## config.mk

```make
export PLATFORM = sky130hd
export DESIGN_NAME = alu_shift_right_seq
export DESIGN_NICKNAME = d
export VERILOG_FILES = /design/src/rtl/alu_pkg.sv /design/src/rtl/alu_shift_right_seq_shr_step.sv /design/src/rtl/alu_shift_right_seq.sv
export SDC_FILE = /design/constraint.sdc
export NUM_CORES = 1
export LEC_CHECK = 0
export ABC_AREA = 1
export CAP_MARGIN = 20
export CORE_UTILIZATION = 41
export CTS_CLUSTER_DIAMETER = 200
export DETAILED_ROUTE_END_ITERATION = 8
export PLACE_DENSITY = 0.72
export SLEW_MARGIN = 20
export SYNTH_ARGS = -nofsm -noshare
export SYNTH_HDL_FRONTEND = slang
export SYNTH_SLANG_ARGS = --single-unit
```

## constraint.sdc

```tcl
create_clock -name clk -period 1.6 [get_ports clk]
set_input_delay 0.32 -clock clk [delete_from_list [all_inputs] [get_ports clk]]
set_output_delay 0.32 -clock clk [all_outputs]
set_load 0.005 [all_outputs]
```

## src/rtl/alu_pkg.sv

```systemverilog
// Shared encodings for the sequential right-shift unit: shift modes and FSM states.
package alu_pkg;

    typedef enum logic [1:0] {
        MODE_LSR = 2'b00,
        MODE_ASR = 2'b01,
        MODE_ROR = 2'b10
    } mode_t;

    typedef enum logic [1:0] {
        IDLE  = 2'b00,
        SHIFT = 2'b01,
        DONE  = 2'b10
    } state_t;

    // The unused encoding 2'b11 behaves as a logical shift.
    function automatic mode_t decode_mode(input logic [1:0] raw);
        mode_t m;
        case (raw)
            2'b01:   m = MODE_ASR;
            2'b10:   m = MODE_ROR;
            default: m = MODE_LSR;
        endcase
        return m;
    endfunction

endpackage

```

## src/rtl/alu_shift_right_seq_shr_step.sv

```systemverilog
// One-bit right shift of a value by mode; reports the bit that falls off the LSB.
module shr_step
    import alu_pkg::*;
#(
    parameter int nIO = 8
) (
    input  logic [nIO-1:0] value,
    input  mode_t          mode,
    output logic [nIO-1:0] shifted,
    output logic           out_bit
);

    logic fill;

    always_comb begin
        fill = 1'b0;
        case (mode)
            MODE_ASR: fill = value[nIO-1];
            MODE_ROR: fill = value[0];
            default:  fill = 1'b0;
        endcase
    end

    assign shifted = {fill, value[nIO-1:1]};
    assign out_bit = value[0];

endmodule

```

## src/rtl/alu_shift_right_seq.sv

```systemverilog
// Sequential right shifter (logical/arithmetic/rotate) with start/busy/done handshake.
// Define ALU_SHIFT_FAST_EN to shift two bits per cycle while at least two remain.
//
// state | meaning
// IDLE  | waiting for start; Z and OV hold the last result
// SHIFT | shifting Z right, counter holds positions still to go
// DONE  | one-cycle done pulse, then back to IDLE
module alu_shift_right_seq
    import alu_pkg::*;
#(
    parameter int nIO = 8,
    parameter int SHW = $clog2(nIO)
) (
    input  logic           clk,
    input  logic           rst_n,
    input  logic           start,
    input  logic [nIO-1:0] A,
    input  logic [SHW-1:0] SH,
    input  logic [1:0]     MODE,
    output logic           busy,
    output logic           done,
    output logic [nIO-1:0] Z,
    output logic           OV
);

    state_t         state;
    state_t         state_nx;
    logic [SHW-1:0] cnt;
    mode_t          mode_q;
    logic [nIO-1:0] z_q;
    logic           ov_q;

    logic           accept;
    logic           ov_en;
    logic [nIO-1:0] s1_val;
    logic           s1_out;
    logic [nIO-1:0] shift_val;
    logic           shift_ov;
    logic [SHW-1:0] dec;
    logic           last;

    assign accept = (state == IDLE) && start;
    assign ov_en  = (mode_q != MODE_ROR);

    shr_step #(.nIO(nIO)) u_step1 (
        .value   (z_q),
        .mode    (mode_q),
        .shifted (s1_val),
        .out_bit (s1_out)
    );

`ifdef ALU_SHIFT_FAST_EN
    logic [nIO-1:0] s2_val;
    logic           s2_out;
    logic           two;

    shr_step #(.nIO(nIO)) u_step2 (
        .value   (s1_val),
        .mode    (mode_q),
        .shifted (s2_val),
        .out_bit (s2_out)
    );

    assign two       = (cnt >= SHW'(2));
    assign shift_val = two ? s2_val : s1_val;
    assign shift_ov  = s1_out | (two & s2_out);
    assign dec       = two ? SHW'(2) : SHW'(1);
`else
    assign shift_val = s1_val;
    assign shift_ov  = s1_out;
    assign dec       = SHW'(1);
`endif

    // This cycle consumes the remaining count, so the next state is DONE.
    assign last = (cnt <= dec);

    always_ff @(posedge clk or negedge rst_n) begin
        if (!rst_n) begin
            state <= IDLE;
        end else begin
            state <= state_nx;
        end
    end

    always_comb begin
        state_nx = state;
        case (state)
            IDLE: begin
                if (start) begin
                    state_nx = (SH != '0) ? SHIFT : DONE;
                end
            end
            SHIFT: begin
                if (last) begin
                    state_nx = DONE;
                end
            end
            DONE:    state_nx = IDLE;
            default: state_nx = IDLE;
        endcase
    end

    always_comb begin
        busy = 1'b0;
        done = 1'b0;
        case (state)
            SHIFT: busy = 1'b1;
            DONE: begin
                busy = 1'b1;
                done = 1'b1;
            end
            default: begin
                busy = 1'b0;
                done = 1'b0;
            end
        endcase
    end

    always_ff @(posedge clk or negedge rst_n) begin
        if (!rst_n) begin
            z_q    <= '0;
            cnt    <= '0;
            mode_q <= MODE_LSR;
            ov_q   <= 1'b0;
        end else if (accept) begin
            z_q    <= A;
            cnt    <= SH;
            mode_q <= decode_mode(MODE);
            ov_q   <= 1'b0;
        end else if (state == SHIFT) begin
            z_q    <= shift_val;
            cnt    <= cnt - dec;
            ov_q   <= ov_q | (shift_ov & ov_en);
        end
    end

    assign Z  = z_q;
    assign OV = ov_q;

endmodule
```

# Word-level counts from Yosys, hierarchy flattened
# Cells that the tools add are included.
[op_classes]
add_sub_neg = 1
reduce_logical = 7
n_eq_ne = 10
n_mux = 14
bitwise_logic = 2
n_lt_le_gt_ge = 1
[op_table]
columns = ["cell", "n"]
rows = [
  ["two-way mux 8 bit", 2],
  ["inequality test 2 bit (second input constant)", 4],
  ["case mux 2 bit (2 select lines)", 2],
  ["== test 2 x 1 -> 1 bit (second input constant)", 3],
  ["== test 2 bit (second input constant)", 3],
  ["two-way mux 2 bit", 3],
  ["two-way mux 3 bit", 2],
  ["two-way mux 1 bit", 4],
  ["AND reduction 2 bit", 2],
  ["<= comparator 3 x 1 -> 1 bit (second input constant)", 1],
  ["nonzero test 3 bit", 1],
  ["subtractor 3 x 1 -> 3 bit (second input constant)", 1],
  ["logical NOT 2 bit", 1],
  ["case mux 1 bit (2 select lines)", 1],
  ["nonzero test 2 bit", 1],
  ["OR reduction 2 bit", 1],
  ["AND 1 bit", 1],
  ["logical AND 1 bit", 1],
  ["bitwise OR 1 bit", 1],
]
[totals]
ff_bits = 16
input_bits = 16
output_inout_bits = 11

# Logic depth before layout (Yosys ltp)
[depth]
word_depth = 5
depth_mapped = 8

# Modules after synthesis
# A second synthesis with hierarchy kept.
[unflattened]
cells_unflattened = 117
hier_area_um2 = 932.1
[by_module_without_submodules]
columns = ["mod", "cells_each", "instances", "area_per_inst_um2"]
rows = [
  ["alu_shift_right_seq", 101, 1, 815.8],
  ["shr_step", 16, 1, 116.4],
]

# Least setup slack after synthesis
# Ideal clock, no wire load.
[synth_timing]
path_type = "register to register"
startpoint = "reg state[0]"
endpoint = "reg z_q[6] (netlist: Z[6])"
arrival_time_ns = 1.088
setup_slack_ns = 0.388
path_buffers = 1
synth_period_minus_slack_ns = 1.212
stages_incl_launch_ff = 9
setup_ns = 0.124
path_cell_list = "dfrtp_1 -> inv_1 -> ha_1 -> nand2_1 -> buf_4 -> nand2_4 -> inv_2 -> nand2_1 -> nand3_1"
[synth_via]
elab_chain_cells = 3
elab_cells_between_ends = 5
cone_classes = "1 x eq/ne; 1 x mux; 3 x reduce/logical"
[synth_rtl]
columns = ["element", "line", "rtl"]
rows = [
  ["from (decl)", "alu_shift_right_seq.sv:26", "state_t state;"],
  ["from (signal assigned)", "alu_shift_right_seq.sv:81", "state <= state_nx;"],
  ["logical NOT 2 bit", "alu_shift_right_seq.sv:42", "assign accept = (state == IDLE) && start;"],
  ["logical AND 1 bit", "alu_shift_right_seq.sv:42", ""],
  ["two-way mux 8 bit / nonzero test 2 bit (equally long branches)", "-", ""],
  ["to (signal assigned)", "alu_shift_right_seq.sv:131", "z_q <= shift_val;"],
  ["to (decl)", "alu_shift_right_seq.sv:30", "logic [nIO-1:0] z_q;"],
]
# Parallel ways exist; a longest one is shown, timed or not.
# A chain may end at the register's enable or synchronous reset.

# Final worst setup path
[layout_timing]
startpoint = "reg z_q[0] (netlist: Z[0])"
endpoint = "out Z[0]"
[layout_rtl]
columns = ["element", "line", "rtl"]
rows = [
  ["to (decl)", "alu_shift_right_seq.sv:22", "output logic [nIO-1:0] Z,"],
]
# No word-level cell between the ends.

==> results.cfg <==
[outcome]
status = completed

[detailed_routing]
routed_wl_mm = 1.79
drtPass1Iterations = 4
wire_per_inst_um = 10.8
via_per_inst = 4.69
vias = 778
drc_errors = 0
antenna_left = 0
drtIter0Drc = 5

[layout]
drive_gt1_share_pct = 10.1
n_antenna_cell = 0
final_cell_mix = nand2_1, clkdlybuf4s50_1, dfrtp_1
synthToLayoutAreaGrowth_pct = 39.3
utilization_pct = 60.8
mostFrequentLayoutCell = nand2_1
final_nets = 161

[grt]
grt_max_degree = 17
first_global_vias = 674
grt.total_usage_pct = 18.0
grt_pass1_wl_mm = 2.82
grt_overflow = 0
grt_antenna_before_repair = 0

[floorplanning]
num_rows = 16
die_h_um = 47.7
ioPinCount = 27
core_um2 = 1960
dieWidth_um = 47.7
start_util_pct = 43.6
die_area_um2 = 2270

[timing]
period_share_pct = 95.8
setup_viol = 0
rsz0062_at_grt = false
slew_headroom_pct = 76.8
final-hold-violation-count = 0
drv_slew = 0
tightestPinTransition_ps = 347
fmax_mhz = 652
final.setup.worst_slack_ps = 67.3
setup_tns_ps = 0
min_period_ps = 1530
timing.clock.skew_ps = 2.06

[placed_design]
port_buffers = 26
place.gp.congestion = 0.789
dpl_worst_slack_ps = 76.0
hpwl_mm = 1.38

[clock_tree]
tritoncts = yes
worstSkewPairLatency_ps = 280
clockBufferDepth = 2
cts_made_buffers = 3
clockRootBuffer = clkbuf_4
cts_hold_buf = 0
clock-sinks = 16
cts_max_level = 1
clk_pin_slew_ps = 100

[setup_path]
reg2reg_depth = 5
criticalPathCategory = reg2out
cp_top_family = buffers and inverters
timing.rr.start = state[0]
cp.required_ps = 1280
path_cells = clkdlybuf4s50_1
crit_arrival_ps = 1210
path_depth = 1
critPathSlowestCell = clkdlybuf4s50_1
crit_fanout = 4
startpoint = Z[0]
start_kind = flip-flop
cpPeakStageDelay_ps = 530
critPathCaptureType = output pin
path_buf_inv = 1

[synthesis]
synth_area_um2 = 856
synth_seq_area_share_pct = 46.8
ys_types = 16
syn-num-nets = 129
ys_ff_latch = 16
synthCells = 108
ys_warn_count = 0
avgSynthCellArea_um2 = 7.92

[pwr]
peakVddDrop_uv = 834
leakagePower_nw = 0.588
powerDensity_nw_per_um2 = 1670

[min_path]
hp-class = in2async

[flow_run]
drv_cap = 0
## what timing repair did
| item | CTS | global route |
|---|---|---|
| setup endpoints to repair | 2 | 1 |
| resized for setup | 3 | 2 |
| cloned | 0 | 0 |
| setup buffers | 1 | 0 |
## kinds of logic (layout without fill, tap and decap cells)
family / count (synthesis) / count (layout) / share of synthesized area (%)
AND/OR/NAND/NOR: 59 / 59 / 28.8
flip-flops: 16 / 16 / 46.8
buffers and inverters: 16 / 47 / 8.33
AO/OA/AOI/OAI: 11 / 11 / 7.75
adder cells (fa/ha/maj): 5 / 5 / 7.31
XOR/XNOR: 1 / 1 / 1.02
## path summary, 6_finish.rpt
kind	to	slack [ps]
max reg2reg	cnt[1]	180
min reg2reg	OV	500
min	cnt[2]	350
min in group clk	OV	500
max in group asynchronous	Z[1]	1070
max	Z[0]	70
## layer usage
metal / share of wire (%) / GRT usage, % / wire length [um]
met1: 43 / 21.5 / 771
met2: 52 / 32.2 / 928
met3: 5.2 / 4.15 / 93
met4: 0 / 5.00 / 0
met5: 0 / 0 / 0
## registers in the layout, summed over array words and instances, names as in the netlist
signal	count
Z	8
mode_q	2
state	2
OV	1
cnt	3
## metrics by stage
stage | power (mW) | std cells | instance area, um^2 | hold WS (ps)
2_1_floorplan | 1.30 | 108 | 856 | 24.4
3_3_place_gp | 1.71 | 161 | 1150 | 483
3_5_place_dp | 1.74 | 161 | 1150 | 483
4_1_cts | 2.01 | 166 | 1190 | 357
5_1_grt | 2.19 | 166 | 1190 | 363
6_report | 2.00 | 166 | 1190 | 351
## power by group
group	internal, mW	switching, mW
Clock	0.138	0.129
Sequential	0.593	0.146
Combinational	0.497	0.493
## cell type report
cell class	instances	area, um^2
multi-input cells	76	384
well taps	27	33.8
flip-flops and latches	16	400
repair buffers	30	289
clock buffers	4	36.3
fillers	187	769
inverters	13	48.8
## synth_stat cells
cell | n | area share (%)
nand2_1 | 41 | 18
dfrtp_1 | 16 | 47
nand3_1 | 12 | 7.0
inv_1 | 11 | 4.8
ha_1 | 5 | 7.3
o21ai_0 | 5 | 2.9
nor2_1 | 4 | 1.8
buf_4 | 3 | 2.6
a21oi_1 | 2 | 1.2
inv_2 | 2 | 0.88
o211ai_1 | 2 | 1.8
nand2_4 | 1 | 1.3
nor2_2 | 1 | 0.73
o221ai_1 | 1 | 1.0
o31ai_1 | 1 | 0.88
xor2_1 | 1 | 1.0
Note: power is estimated with default switching activity, not from simulation.
